[config.mk]
export PLATFORM = sky130hd
export DESIGN_NAME = alu_exec_sequencer
export DESIGN_NICKNAME = d
export VERILOG_FILES = /design/src/rtl/alu_exec_sequencer.sv
export SDC_FILE = /design/constraint.sdc
export NUM_CORES = 1
export LEC_CHECK = 0
export ABC_CLOCK_PERIOD_IN_PS = 1200
export CAP_MARGIN = 5
export CORE_MARGIN = 4
export CORE_UTILIZATION = 37
export CTS_CLUSTER_SIZE = 25
export DETAILED_ROUTE_END_ITERATION = 7
export PLACE_DENSITY = 0.79
export SYNTH_ARGS = -nofsm -noshare
export SYNTH_HDL_FRONTEND = slang
export SYNTH_SLANG_ARGS = --single-unit
[constraint.sdc]
create_clock -name clk -period 1.2 [get_ports clk]
set_input_delay 0.24 -clock clk [delete_from_list [all_inputs] [get_ports clk]]
set_output_delay 0.24 -clock clk [all_outputs]
set_load 0.01 [all_outputs]
[src/rtl/alu_exec_sequencer.sv]
// Multicycle execute sequencer: reads two operands from the register file, holds them on
// the ALU, captures the result and flags, updates NZCV and writes the result back.
module alu_exec_sequencer #(
  parameter int WIDTH = 32,
  parameter int RADDR = 4
) (
  input  logic             clk,
  input  logic             reset,
  input  logic             start,
  input  logic [2:0]       op,
  input  logic [RADDR-1:0] rs1,
  input  logic [RADDR-1:0] rs2,
  input  logic [RADDR-1:0] rd,
  input  logic             flag_we,
  output logic             busy,
  output logic             done,
  output logic [RADDR-1:0] rf_raddr,
  input  logic [WIDTH-1:0] rf_rdata,
  output logic [WIDTH-1:0] alu_a,
  output logic [WIDTH-1:0] alu_b,
  output logic [2:0]       alu_sel,
  input  logic [WIDTH-1:0] alu_gout,
  input  logic             alu_n,
  input  logic             alu_z,
  input  logic             alu_c,
  input  logic             alu_v,
  output logic             rf_we,
  output logic [RADDR-1:0] rf_waddr,
  output logic [WIDTH-1:0] rf_wdata,
  output logic [3:0]       nzcv,
  output logic [2:0]       dbg_state_o
);

  // Handshake: start is sampled only in IDLE; busy covers RD_A..WB; done pulses for one cycle in WB.
  typedef enum logic [2:0] {
    S_IDLE = 3'd0,
    S_RD_A = 3'd1,
    S_RD_B = 3'd2,
    S_EXEC = 3'd3,
    S_WB   = 3'd4
  } state_t;

  state_t             state_q, state_d;
  logic [RADDR-1:0]   raddr_q, raddr_d;
  logic [RADDR-1:0]   rs2_q, rs2_d;
  logic [RADDR-1:0]   rd_q, rd_d;
  logic               fwe_q, fwe_d;
  logic [WIDTH-1:0]   a_q, a_d;
  logic [WIDTH-1:0]   b_q, b_d;
  logic [2:0]         sel_q, sel_d;
  logic [WIDTH-1:0]   result_q, result_d;
  logic [3:0]         nzcv_q, nzcv_d;

  always_ff @(posedge clk) begin
    if (reset) begin
      state_q  <= S_IDLE;
      raddr_q  <= '0;
      rs2_q    <= '0;
      rd_q     <= '0;
      fwe_q    <= 1'b0;
      a_q      <= '0;
      b_q      <= '0;
      sel_q    <= '0;
      result_q <= '0;
      nzcv_q   <= '0;
    end else begin
      state_q  <= state_d;
      raddr_q  <= raddr_d;
      rs2_q    <= rs2_d;
      rd_q     <= rd_d;
      fwe_q    <= fwe_d;
      a_q      <= a_d;
      b_q      <= b_d;
      sel_q    <= sel_d;
      result_q <= result_d;
      nzcv_q   <= nzcv_d;
    end
  end

  always_comb begin
    state_d  = state_q;
    raddr_d  = raddr_q;
    rs2_d    = rs2_q;
    rd_d     = rd_q;
    fwe_d    = fwe_q;
    a_d      = a_q;
    b_d      = b_q;
    sel_d    = sel_q;
    result_d = result_q;
    nzcv_d   = nzcv_q;
    case (state_q)
      S_IDLE: begin
        if (start) begin
          sel_d   = op;
          rs2_d   = rs2;
          rd_d    = rd;
          fwe_d   = flag_we;
          raddr_d = rs1;
          state_d = S_RD_A;
        end
      end
      S_RD_A: begin
        a_d     = rf_rdata;
        raddr_d = rs2_q;
        state_d = S_RD_B;
      end
      S_RD_B: begin
        b_d     = rf_rdata;
        state_d = S_EXEC;
      end
      S_EXEC: begin
        result_d = alu_gout;
        // Logic/pass-B ops leave carry and overflow untouched.
        if (fwe_q) begin
          if (!sel_q[2]) nzcv_d = {alu_n, alu_z, alu_c, alu_v};
          else           nzcv_d = {alu_n, alu_z, nzcv_q[1:0]};
        end
        state_d = S_WB;
      end
      S_WB:    state_d = S_IDLE;
      default: state_d = S_IDLE;
    endcase
  end

  assign busy        = (state_q != S_IDLE);
  assign done        = (state_q == S_WB);
  assign rf_we       = (state_q == S_WB) && (rd_q != '0);
  assign rf_raddr    = raddr_q;
  assign alu_a       = a_q;
  assign alu_b       = b_q;
  assign alu_sel     = sel_q;
  assign rf_waddr    = rd_q;
  assign rf_wdata    = result_q;
  assign nzcv        = nzcv_q;
  assign dbg_state_o = state_q;

endmodule

==> flow_summary.json, run 1 <==
{
  "fin_crit_ps": 1540,
  "setup_violations": 122,
  "syn-instance-count": 531,
  "worstPathMaxFanout": 4,
  "area.sequential_mm2": 0.00244,
  "ys_seq_elements": 119,
  "max_stage_delay_ps": 360,
  "critical_path_buf_inv_count": 1,
  "n_fill_cell": 873,
  "finalWorstSetupSlack_ps": -338,
  "io_buffers": 203,
  "via_per_inst": 5.03,
  "crit_type": "flop to output port",
  "fin_util_pct": 67.7,
  "syn_to_final_growth_pct": 75.6,
  "skew_ps": 8.05,
  "p_per_area_mw_per_mm2": 1550,
  "worstPathArrival_ps": 1300,
  "ant_nets": 0,
  "insertion_delay_ps": 400,
  "hp-class": "primary input to flop",
  "placementRows": 38,
  "wl_mm": 15.4,
  "fin_crit_sh_pct": 128,
  "synthDistinctLibCells": 25,
  "switching_share_pct": 24.9,
  "slew_headroom_pct": 76.0,
  "instances_no_fill": 907,
  "antenna_found_initial": 0,
  "clk_pin_slew_ps": 50,
  "met2_usage_pct": 34.1,
  "cts_tree": "done",
  "wire_per_inst_um": 17.0,
  "cts_buffers": 17,
  "fp.dieArea_mm2": 0.0133,
  "grt_overflow": 0,
  "top_usage_layer": "met2",
  "place.gp.congestion": 0.838,
  "initial_utilization_pct": 38.5,
  "rsz0062_at_grt": "true",
  "clockBufferDepth": 2,
  "worstPathRequired_ps": 960,
  "antenna_cells": 0,
  "ys_seq_area_share_pct": 56.0,
  "cts_root_buf": "clkbuf_16",
  "p_leak_nw": 3.05,
  "synth_nets": 618,
  "io_pins": 204,
  "grt_usage_pct": 19.8,
  "drive_gt1_share_pct": 43.7,
  "ir_worst_vdd_uv": 977,
  "pwr-share-clk_pct": 44.9,
  "violations": "setup timing",
  "htree_levels": 4,
  "grt_pass1_wl_mm": 21.1,
  "intPower_mw": 8.67,
  "power.switching_mw": 2.87,
  "hold_viol": 0,
  "met3_usage_pct": 7.16,
  "firstDrtPassIters": 4,
  "vias": 4558,
  "grt_util_met1_pct": 22.3,
  "multi_input_area_mm2": 0.00216,
  "start_kind": "flop",
  "comb_power_share_pct": 17.0,
  "finalSetupTns_ps": -25590,
  "cp_top_family": "flip-flops",
  "status": "finished with violations",
  "final_max_slew_viol_count": 0,
  "dp_cells": 862,
  "cap_violations": 0,
  "drtIter0Drc": 290,
  "crit_chain": "nor3b_4 > o41a_1 > buf_2",
  "syn_avg_cell_area_um2": 8.01,
  "end_kind": "output port",
  "tightestPinTransition_ps": 361,
  "netlist_area_mm2": 0.00425,
  "cpMaxStageDelayCell": "dfxtp_4",
  "clkSinkCount": 119,
  "dieWidth_um": 115,
  "grt_pass1_vias": 4462,
  "fmax_mhz": 650,
  "die_h_um": 115,
  "drc_errors": 0,
  "grt_max_degree": 66,
  "core_region_area_mm2": 0.0110,
  "dp_hpwl_mm": 9.40,
  "seq_power_share_pct": 38.0,
  "synth_warnings": 0,
  "fin_nets": 842
}
[placed cells by master, fill, tap and decap left out, types with 3 or more instances in the layout]
cell type        count
nand2_2              4
buf_4               14
buf_6               23
bufinv_16            3
nor3b_4              3
clkbuf_1             3
dfxtp_4              3
buf_2              108
a21oi_1             57
nand2b_1             4
clkinvlp_4           3
nor4_1               5
clkbuf_8             4
clkbuf_16           22
clkdlybuf4s50_1     85
nand2_4             29
nand2_1            185
a21oi_2             57
dfxtp_1             76
nor2_1              10
dfxtp_2             40
buf_12               9
[metal layers]
layer,vias up,part of all wire (%)
li1,2173,-
met1,2151,39
met2,213,50
met3,21,9.9
met4,0,1.9
met5,-,0
[state kept, by name (all words and copies together) (netlist names), 3 cells and up]
signal,flops
alu_a,32
alu_b,32
alu_sel,3
dbg_state_o,3
nzcv,4
rf_raddr,4
rf_waddr,4
rf_wdata,32
rs2_q,4
[power by group through the flow]
stage               clock network, mW  logic, mW  registers [mW]
global placement                    0       1.70            4.39
finish                           5.19       1.96            4.39
CTS                              5.24       1.64            4.34
global route                     5.46       2.10            4.41
floorplan                           0      0.659            4.49
detailed placement                  0       1.74            4.40
[kinds of logic (layout without fill, tap and decap cells)]
group / after synthesis / count (layout) / synth area share [%]
AOI/OAI and AO/OA: 115 / 115 / 13.7
and+or+nand+nor: 254 / 254 / 24.8
xor gates and xnor gates: 1 / 1 / 0.206
DFF: 119 / 119 / 56.0
buffers and inverters: 40 / 276 / 4.77
muxes: 2 / 2 / 0.471
[per-stage QoR]
step / power [mW] / cell area, µm² / hold WS (ps) / setup slack, ps
2_1_floorplan: 5.15 / 4330 / 376 / -159
3_3_place_gp: 6.09 / 6590 / 441 / -401
3_5_place_dp: 6.14 / 6590 / 447 / -456
4_1_cts: 11.2 / 6920 / 270 / -317
5_1_grt: 12.0 / 7470 / 307 / -419
6_report: 11.5 / 7470 / 291 / -338
[cell usage after synthesis]
library cell | count | share of area (%)
nand2_1 | 218 | 19
dfxtp_1 | 119 | 56
a21oi_1 | 114 | 13
clkbuf_1 | 17 | 1.5
buf_2 | 15 | 1.8
nor2_1 | 12 | 1.1
buf_4 | 7 | 1.2
nor4_1 | 5 | 0.74
nand2b_1 | 4 | 0.59
mux2i_1 | 2 | 0.47
nand3_1 | 2 | 0.24
nor3b_2 | 2 | 0.59
or3b_1 | 2 | 0.41
and3b_1 | 1 | 0.21
buf_6 | 1 | 0.26
nand3b_1 | 1 | 0.18
nand4b_1 | 1 | 0.21
nor3_1 | 1 | 0.12
nor3b_1 | 1 | 0.18
nor4b_4 | 1 | 0.56
o41a_1 | 1 | 0.26
or2_2 | 1 | 0.15
or3_1 | 1 | 0.15
or4b_1 | 1 | 0.24
xnor2_1 | 1 | 0.21
[cell type report]
cell class	instances	share of cell area [%]
Multi-Input combinational cell	372	29.0
Sequential cell	119	32.7
Clock buffer	24	6.59
Clock inverter	7	1.58
Tap cell	140	2.35
Timing Repair Buffer	245	27.8
[worst paths after layout]
path | from | end | slack [ps] | cells after the start
max | dbg_state_o[1] | rf_we | -340 | 3
min | reset | rf_wdata[9] | 290 | 3
max reg2reg | dbg_state_o[2] | rf_raddr[2] | -290 | 5
min reg2reg | alu_a[25] | alu_a[25] | 450 | 2
[worst reg2reg max path: cells and delay by family, from the launching register on]
kind                   cells  cell delay (ps)
and+or+nand+nor            3              700
DFF                        1              360
buffers and inverters      2              310
[timing repair]
item,in CTS,in global routing
gates cloned,1,8
hold buffers,0,0
resized for setup,485,181
buffers inserted,1,4
setup endpoints to repair,203,151
pin swaps,1,69
Power figures use the tool's default switching activity.
==> inputs of run 2 (changes only) <==
Settings changed: CTS_CLUSTER_SIZE 25 to 14.
==> results of run 2 <==
Same layout as run 1: the final DEF is identical, and so are final timing and power.
